==> src/rtl/pe_sched_pkg.sv <==
// Shared types, sizes and helpers for the PE cluster scheduler.
package pe_sched_pkg;

  localparam int unsigned LANES   = 8;
  localparam int unsigned IDX_W   = 4;
  localparam int unsigned MAX_K   = 8;
  localparam int unsigned TIMEOUT = 64;
  localparam int unsigned T_W     = IDX_W + 1;
  localparam int unsigned TMO_W   = $clog2(TIMEOUT + 1);

  localparam logic CLIENT_QK = 1'b0;
  localparam logic CLIENT_AV = 1'b1;

  typedef enum logic [2:0] {
    IDLE,
    CLEAR,
    FEED,
    DRAIN,
    CAPTURE
  } state_t;

  // Reduction length of 0 still runs one step; anything above MAX_K saturates.
  function automatic logic [IDX_W-1:0] clamp_k(input logic [IDX_W-1:0] k);
    if (k == '0) return IDX_W'(1);
    else if (k > IDX_W'(MAX_K)) return IDX_W'(MAX_K);
    else return k;
  endfunction

endpackage

==> src/rtl/pe_cluster_sched_if.sv <==
// Request/operand-feed bundle between the attention controller, the scheduler and the PE cluster.
interface pe_cluster_sched_if;
  import pe_sched_pkg::*;

  logic                     en;
  logic [1:0]               req;
  logic [IDX_W-1:0]         k_len0;
  logic [IDX_W-1:0]         k_len1;
  logic [1:0]               grant;
  logic                     cluster_clr;
  logic [LANES-1:0]         lane_valid;
  logic [LANES*IDX_W-1:0]   lane_idx;
  logic [LANES-1:0]         lane_done;
  logic [LANES*LANES-1:0]   pe_done;
  logic                     capture;
  logic                     pass_done;
  logic                     err;

  modport master (
    output en, req, k_len0, k_len1, pe_done,
    input  grant, cluster_clr, lane_valid, lane_idx, lane_done, capture, pass_done, err
  );

  modport slave (
    input  en, req, k_len0, k_len1, pe_done,
    output grant, cluster_clr, lane_valid, lane_idx, lane_done, capture, pass_done, err
  );

endinterface

==> src/rtl/pe_rr_arb2.sv <==
// Two-requester round-robin arbiter; the last-winner pointer advances only on pass capture.
module pe_rr_arb2
  import pe_sched_pkg::*;
(
  input  logic       clk,
  input  logic       rst,
  input  logic [1:0] i_req,
  input  logic       i_upd,
  input  logic       i_upd_win,
  output logic       o_win_c,
  output logic       o_any_c
);

  logic r_last;

  // Reset as if client 1 was served last, so client 0 has priority.
  always_ff @(posedge clk) begin
    if (rst)        r_last <= CLIENT_AV;
    else if (i_upd) r_last <= i_upd_win;
  end

  always_comb begin
    o_any_c = |i_req;
    if (i_req == 2'b11) o_win_c = ~r_last;
    else                o_win_c = i_req[1] ? CLIENT_AV : CLIENT_QK;
  end

endmodule

==> src/rtl/pe_cluster_sched.sv <==
// Shares one LANES x LANES PE cluster between the QK and AV passes: arbitrate, clear, skewed feed, drain, capture.
// Optional DRAIN watchdog enabled by defining PE_SCHED_DRAIN_TIMEOUT_EN.
module pe_cluster_sched
  import pe_sched_pkg::*;
(
  input  logic              clk,
  input  logic              rst,
  pe_cluster_sched_if.slave bus
);

  state_t                 r_state, w_state_nxt;
  logic [T_W-1:0]         r_t, w_t_nxt;
  logic [IDX_W-1:0]       r_k, w_k_nxt;
  logic                   r_owner, w_owner_nxt;
  logic [1:0]             r_grant, w_grant_nxt;
  logic [LANES-1:0]       r_lane_valid, w_lane_valid_nxt;
  logic [LANES-1:0]       r_lane_done, w_lane_done_nxt;
  logic [LANES*IDX_W-1:0] r_lane_idx, w_lane_idx_nxt;
  logic                   r_clr, r_cap;
  logic                   w_arb_win, w_arb_any, w_arb_upd, w_all_done;
`ifdef PE_SCHED_DRAIN_TIMEOUT_EN
  logic                   r_err, w_err_nxt;
  logic [TMO_W-1:0]       r_tmo, w_tmo_nxt;
`endif

  assign w_all_done = &bus.pe_done;
  assign w_arb_upd  = bus.en && (r_state == CAPTURE);

  pe_rr_arb2 u_arb (
    .clk       (clk),
    .rst       (rst),
    .i_req     (bus.req),
    .i_upd     (w_arb_upd),
    .i_upd_win (r_owner),
    .o_win_c   (w_arb_win),
    .o_any_c   (w_arb_any)
  );

  // Next-state and counter update.
  always_comb begin
    w_state_nxt = r_state;
    w_t_nxt     = r_t;
    w_k_nxt     = r_k;
    w_owner_nxt = r_owner;
`ifdef PE_SCHED_DRAIN_TIMEOUT_EN
    w_err_nxt   = r_err;
    w_tmo_nxt   = r_tmo;
`endif
    unique case (r_state)
      IDLE: begin
        if (w_arb_any) begin
          w_owner_nxt = w_arb_win;
          w_k_nxt     = clamp_k(w_arb_win ? bus.k_len1 : bus.k_len0);
          w_state_nxt = CLEAR;
`ifdef PE_SCHED_DRAIN_TIMEOUT_EN
          w_err_nxt   = 1'b0;
`endif
        end
      end
      CLEAR: begin
        w_state_nxt = FEED;
        w_t_nxt     = '0;
      end
      FEED: begin
        if (r_t == T_W'(r_k) + T_W'(LANES - 2)) begin
          w_state_nxt = DRAIN;
          w_t_nxt     = '0;
`ifdef PE_SCHED_DRAIN_TIMEOUT_EN
          w_tmo_nxt   = '0;
`endif
        end else begin
          w_t_nxt = r_t + T_W'(1);
        end
      end
      DRAIN: begin
        if (w_all_done) begin
          w_state_nxt = CAPTURE;
        end
`ifdef PE_SCHED_DRAIN_TIMEOUT_EN
        else if (r_tmo == TMO_W'(TIMEOUT - 1)) begin
          w_state_nxt = CAPTURE;
          w_err_nxt   = 1'b1;
        end else begin
          w_tmo_nxt = r_tmo + TMO_W'(1);
        end
`endif
      end
      CAPTURE: w_state_nxt = IDLE;
      default: w_state_nxt = IDLE;
    endcase
  end

  // Output values for the state being entered, so every output comes straight from a flop.
  always_comb begin
    w_grant_nxt      = (w_state_nxt == IDLE) ? 2'b00 : (w_owner_nxt ? 2'b10 : 2'b01);
    w_lane_valid_nxt = '0;
    w_lane_done_nxt  = '0;
    w_lane_idx_nxt   = '0;
    for (int r = 0; r < int'(LANES); r++) begin
      if (w_state_nxt == FEED) begin
        if (int'(w_t_nxt) >= r && int'(w_t_nxt) < r + int'(w_k_nxt)) begin
          w_lane_valid_nxt[r]            = 1'b1;
          w_lane_idx_nxt[r*IDX_W +: IDX_W] = IDX_W'(int'(w_t_nxt) - r);
        end
        w_lane_done_nxt[r] = int'(w_t_nxt) >= r + int'(w_k_nxt);
      end else if (w_state_nxt == DRAIN || w_state_nxt == CAPTURE) begin
        w_lane_done_nxt[r] = 1'b1;
      end
    end
  end

  always_ff @(posedge clk) begin
    if (rst) begin
      r_state      <= IDLE;
      r_t          <= '0;
      r_k          <= '0;
      r_owner      <= 1'b0;
      r_grant      <= '0;
      r_lane_valid <= '0;
      r_lane_done  <= '0;
      r_lane_idx   <= '0;
      r_clr        <= 1'b0;
      r_cap        <= 1'b0;
`ifdef PE_SCHED_DRAIN_TIMEOUT_EN
      r_err        <= 1'b0;
      r_tmo        <= '0;
`endif
    end else if (bus.en) begin
      r_state      <= w_state_nxt;
      r_t          <= w_t_nxt;
      r_k          <= w_k_nxt;
      r_owner      <= w_owner_nxt;
      r_grant      <= w_grant_nxt;
      r_lane_valid <= w_lane_valid_nxt;
      r_lane_done  <= w_lane_done_nxt;
      r_lane_idx   <= w_lane_idx_nxt;
      r_clr        <= (w_state_nxt == CLEAR);
      r_cap        <= (w_state_nxt == CAPTURE);
`ifdef PE_SCHED_DRAIN_TIMEOUT_EN
      r_err        <= w_err_nxt;
      r_tmo        <= w_tmo_nxt;
`endif
    end
  end

  // Strobes are masked while frozen; the held state re-emits them once en returns.
  assign bus.cluster_clr = r_clr & bus.en;
  assign bus.capture     = r_cap & bus.en;
  assign bus.pass_done   = r_cap & bus.en;
  assign bus.grant       = r_grant;
  assign bus.lane_valid  = r_lane_valid;
  assign bus.lane_idx    = r_lane_idx;
  assign bus.lane_done   = r_lane_done;
`ifdef PE_SCHED_DRAIN_TIMEOUT_EN
  assign bus.err         = r_err;
`else
  assign bus.err         = 1'b0;
`endif

endmodule
==> src/flat_wrapper.sv <==
// flat-port wrapper written by rule: the top's interface ports become plain ports
module pe_cluster_sched_flat import pe_sched_pkg::*;
  (clk, rst, bus_en, bus_req, bus_k_len0, bus_k_len1, bus_pe_done, bus_grant, bus_cluster_clr, bus_lane_valid, bus_lane_idx, bus_lane_done, bus_capture, bus_pass_done, bus_err);
  pe_cluster_sched_if bus_i ();
  input  logic clk;
  input  logic rst;
  input wire logic [$bits(bus_i.en)-1:0] bus_en;
  input wire logic [$bits(bus_i.req)-1:0] bus_req;
  input wire logic [$bits(bus_i.k_len0)-1:0] bus_k_len0;
  input wire logic [$bits(bus_i.k_len1)-1:0] bus_k_len1;
  input wire logic [$bits(bus_i.pe_done)-1:0] bus_pe_done;
  output wire logic [$bits(bus_i.grant)-1:0] bus_grant;
  output wire logic [$bits(bus_i.cluster_clr)-1:0] bus_cluster_clr;
  output wire logic [$bits(bus_i.lane_valid)-1:0] bus_lane_valid;
  output wire logic [$bits(bus_i.lane_idx)-1:0] bus_lane_idx;
  output wire logic [$bits(bus_i.lane_done)-1:0] bus_lane_done;
  output wire logic [$bits(bus_i.capture)-1:0] bus_capture;
  output wire logic [$bits(bus_i.pass_done)-1:0] bus_pass_done;
  output wire logic [$bits(bus_i.err)-1:0] bus_err;
  assign bus_i.en = bus_en;
  assign bus_i.req = bus_req;
  assign bus_i.k_len0 = bus_k_len0;
  assign bus_i.k_len1 = bus_k_len1;
  assign bus_i.pe_done = bus_pe_done;
  assign bus_grant = bus_i.grant;
  assign bus_cluster_clr = bus_i.cluster_clr;
  assign bus_lane_valid = bus_i.lane_valid;
  assign bus_lane_idx = bus_i.lane_idx;
  assign bus_lane_done = bus_i.lane_done;
  assign bus_capture = bus_i.capture;
  assign bus_pass_done = bus_i.pass_done;
  assign bus_err = bus_i.err;
  pe_cluster_sched u_core (.clk(clk), .rst(rst), .bus(bus_i));
endmodule
==> config.mk <==
export PLATFORM = sky130hd
export DESIGN_NAME = pe_cluster_sched_flat
export DESIGN_NICKNAME = d
export VERILOG_FILES = /design/src/rtl/pe_sched_pkg.sv /design/src/rtl/pe_cluster_sched_if.sv /design/src/rtl/pe_rr_arb2.sv /design/src/rtl/pe_cluster_sched.sv /design/src/flat_wrapper.sv
export SDC_FILE = /design/constraint.sdc
export NUM_CORES = 1
export LEC_CHECK = 0
export ABC_AREA = 1
export BUFFER_PORTS_ARGS = -buffer_cell sky130_fd_sc_hd__buf_2
export CAP_MARGIN = 20
export CORE_ASPECT_RATIO = 1.25
export CORE_UTILIZATION = 48
export CTS_CLUSTER_DIAMETER = 60
export CTS_CLUSTER_SIZE = 25
export DETAILED_ROUTE_END_ITERATION = 10
export PLACE_DENSITY = 0.88
export SLEW_MARGIN = 5
export SYNTH_ARGS = -nofsm -noshare
export SYNTH_HDL_FRONTEND = slang
export SYNTH_SLANG_ARGS = --single-unit
==> constraint.sdc <==
create_clock -name clk -period 2.9 [get_ports clk]
set_input_delay 0.435 -clock clk [delete_from_list [all_inputs] [get_ports clk]]
set_output_delay 0.435 -clock clk [all_outputs]
set_load 0.02 [all_outputs]
==> results by group <==
Die
  – Row count: 39
  – Initial core utilization: 49.82%
  – Die area: 9919 um2
  – Die height: 111.1 um
  – Core Footprint: 9174 um2
  – IO Pins: 131
  – DIE WIDTH: 89.28 um

Finish
  – FILL cells: 525
  – Synth-to-Final Area Change: 56.53%
  – Finished Layout Cells: 1,022
  – Finished Cell Area: 7154 um2
  – Antenna cells: 0
  – FF/Latch Area: 1328 um2
  – Nets: 1,023
  – Fraction of layout cells with a size suffix above 1: 43.16%
  – Multi-input gate area: 3643 um2
  – Most frequent cells in the layout: 175 x nand2_1, 129 x buf_2, 72 x buf_4
  – Most common cell after layout, fill and taps aside: nand2_1

Yosys
  – Syn. warnings: 0
  – Average size of a mapped cell: 6.672 um2
  – Ys flop type: dfxtp_1
  – Netlist cell types: 40
  – Adder-cell area share of the yosys netlist: 14.23%
  – Synth Area in Simple Gates: 30.28%
  – Post-synthesis mux area share: 0%
  – Flip-flop and latch count after synthesis: 66
  – Post-Syn Nets: 814
  – Largest family of logic cells by synthesized area: simple AND/OR/NAND/NOR gates
  – Post-synth EDFFs: 0
  – Mapped Cells: 685
  – Post-synthesis compound-gate area fraction: 15.96%
  – Mapped Area: 4571 um2
  – Register area share after synthesis: 28.91%
  – Post-synthesis xor/xnor area fraction: 2.299%
  – Share of flip-flops with an asynchronous set or reset: 0%

Timing
  – Worst-margin pin slew: 0.9760 ns
  – Setup ws final: -0.4022 ns
  – Fmax: 302.8 MHz
  – Fin crit period: 3.302 ns
  – Max_slew headroom: 34.53%
  – Final Hold Fails: 0
  – Hold WS: 0.4565 ns
  – Tcrit/Tclk final: 113.9%
  – Layout Skew: 0.008306 ns
  – Final Max Slew Viols: 0
  – Setup-failing EPs final: 48
  – RSZ-0062 raised after global routing: true

Clocking
  – Clk root buf: clkbuf_16
  – Total CTS buffers: 9
  – H-tree depth: 3
  – Maximum clock insertion buffer count: 2
  – CTS Sinks: 66
  – Clk slew on worst S/H paths: 0.06 ns
  – TritonCTS clock tree: yes
  – Worst-Skew Late Latency: 0.35 ns
  – CTS Hold Bufs: 0

Setup path
  – Worst reg2reg setup slack: -0.40 ns
  – R2R cell count: 19
  – CP Data Required Time: 3.18 ns
  – CP Max Fanout: 5
  – Worst Setup Start Kind: flip-flop
  – FF-to-FF End: u_core.bus.lane_idx[14]
  – CP most frequent cell: inv_2
  – Setup crit end kind: flip-flop
  – Worst-path cell chain: inv_1, o211ai_4, nor2_4, nand2_2, nand2_4, inv_2, ha_2, a21oi_2, xor2_1, ha_1, nand2_2, inv_2, a22oi_2, inv_1, a211oi_2, inv_2, nor2_4, nand3_2, a21oi_2
  – Worst path max stage delay: 0.33 ns
  – CP Data Arrival Time: 3.59 ns
  – Worst R2R Start: u_core.r_state[2]
  – CP max stage cell: dfxtp_1
  – Type of the worst setup path: reg2reg

Route
  – ANT nets after route: 0
  – 1st-pass router iterations: 7
  – Drt drc: 0
  – Drt wl/cell: 21.79 um
  – Vias: 6,401
  – DR iter-0 viols: 992
  – Via/cell ratio: 6.263
  – Detailed Route WL: 22,270 um

Hold path
  – Hold Crit Start: u_core.bus.lane_idx[25]
  – Hold WC Path Type: reg2reg
  – Hold depth: 2
  – Hold worst-path end: u_core.bus.lane_idx[25]

Place
  – Dpl cells: 978
  – DPL Wire Length: 9814 um
  – Placed cell area: 5754 um2
  – Gpl congestion: 1.011
  – PortBufs: 129

Pwr
  – Power Density: 511.0 nW/um2
  – Logic pwr share: 38.2%
  – LEAKAGE: 0.003363 uW
  – Clk pwr share: 35.5%
  – P_sw: 1300 uW
  – Switching Share: 35.57%
  – Worst ir drop on vdd: 0.0004526 V
  – Cell internal pwr: 2355 uW
  – Flop pwr share: 26.3%

Run
  – Max-cap violations: 0

Status
  – Status: finished, violations left
  – Failing checks: negative setup slack

GRT
  – First-pass GRT wire length: 25,550 um
  – GRT Total Usage: 33.02%
  – Largest net degree at the start of global routing: 52
  – Vias in the first global route: 5,625
  – Antenna violations before repair: 0
  – Grt ovf: 0
layer usage:
metal | vias up | share of wire, % | global-route usage, % | wire length (um)
li1 | 2658 | - | - | -
met2 | 668 | 44 | 55.98 | 9883
met4 | 0 | 8.9 | 19.89 | 1973
met5 | - | 0 | 0 | 0
met3 | 233 | 13 | 7.520 | 2876
met1 | 2842 | 34 | 36.40 | 7535
repair_timing:
item	in CTS	in global routing
setup endpoints to repair	45	48
pin swaps	17	62
endpoints found under the hold margin	0	0
setup buffers	7	21
cloned	1	0
resized for setup	41	149
Yosys cell counts (2+ instances only):
master / number / area share, %
nand4_1: 8 / 1.1
inv_2: 3 / 0.25
clkbuf_1: 16 / 1.3
buf_4: 3 / 0.49
nand4_2: 3 / 0.82
inv_1: 72 / 5.9
ha_1: 52 / 14
dfxtp_1: 66 / 29
nor2_1: 52 / 4.3
o211ai_1: 5 / 0.82
nor3_1: 9 / 0.99
o21ai_0: 28 / 3.1
a211oi_1: 2 / 0.33
nand2_1: 204 / 17
o22ai_1: 3 / 0.41
a21oi_1: 82 / 9.0
xnor2_1: 4 / 0.77
nand3_2: 2 / 0.44
o21bai_1: 3 / 0.49
nor2_2: 4 / 0.55
nand3_1: 37 / 4.1
nor2_4: 2 / 0.49
xor2_1: 8 / 1.5
registers in the layout, indices dropped and copies added, names as in the netlist:
| signal | flops |
|---|---|
| u_core.r_k | 4 |
| u_core.r_state | 3 |
| u_core.bus.lane_done | 8 |
| u_core.bus.lane_valid | 8 |
| u_core.bus.grant | 2 |
| u_core.r_clr | 1 |
| u_core.u_arb.r_last | 1 |
| u_core.r_owner | 1 |
| u_core.bus.lane_idx | 32 |
| u_core.r_cap | 1 |
| u_core.r_t | 5 |
logic make-up (layout without fill, tap and decap cells):
group,count (synthesis),in the layout
XOR/XNOR,12,12
AO/OA/AOI/OAI,132,132
adder cells (fa/ha/maj),52,52
flip-flops,66,66
AND/OR/NAND/NOR,325,326
other,1,1
buffers and inverters,97,310
worst max-delay path by stage:
stage / start / end / slack [ns] / depth (start not counted)
global placement: bus_req[0] / u_core.bus.lane_idx[13] / -0.26 / 23
detailed placement: bus_req[0] / u_core.bus.lane_idx[13] / -0.38 / 23
floorplan: bus_req[0] / u_core.bus.lane_idx[12] / 0.01 / 22
global route: u_core.r_state[2] / u_core.bus.lane_valid[5] / -0.43 / 17
CTS: u_core.r_state[1] / u_core.bus.lane_idx[13] / -0.007 / 19
finish: u_core.r_state[2] / u_core.bus.lane_idx[14] / -0.40 / 19
final cells by class:
class	instances	share of cell area (%)
Multi-Input combinational cell	523	50.93
Timing Repair Buffer	218	19.38
Sequential cell	66	18.56
Inverter	76	4.180
Clock buffer	10	3.200
Tap cell	123	2.151
Clock inverter	6	1.609
worst max-delay path: cells and delay by family, from the launching register on:
| family | cells | cell delay, ns |
|---|---|---|
| buffers and inverters | 5 | 0.48 |
| adder cells (fa/ha/maj) | 2 | 0.51 |
| flip-flops | 1 | 0.33 |
| AO/OA/AOI/OAI | 5 | 0.81 |
| XOR/XNOR | 1 | 0.26 |
| AND/OR/NAND/NOR | 6 | 0.84 |
power groups by stage:
stage | clock (uW) | sequential [uW] | combinational [uW]
after global routing | 1330 | 963 | 1450
after global placement | 0 | 973 | 836
final | 1300 | 961 | 1400
after detailed placement | 0 | 974 | 857
after CTS | 1270 | 956 | 949
after floorplan | 0 | 995 | 481
stage by stage:
step	TNS (ns)	setup slack [ns]	utilization [%]	total power [uW]
after floorplan	0	0.01474	-	1476
after CTS	-0.006636	-0.006636	69.05	3170
after global routing	-11.03	-0.4310	77.99	3738
after global placement	-5.623	-0.2586	62.72	1809
after detailed placement	-9.699	-0.3754	62.72	1831
final	-9.471	-0.4022	77.99	3656
Power figures use the tool's default switching activity.
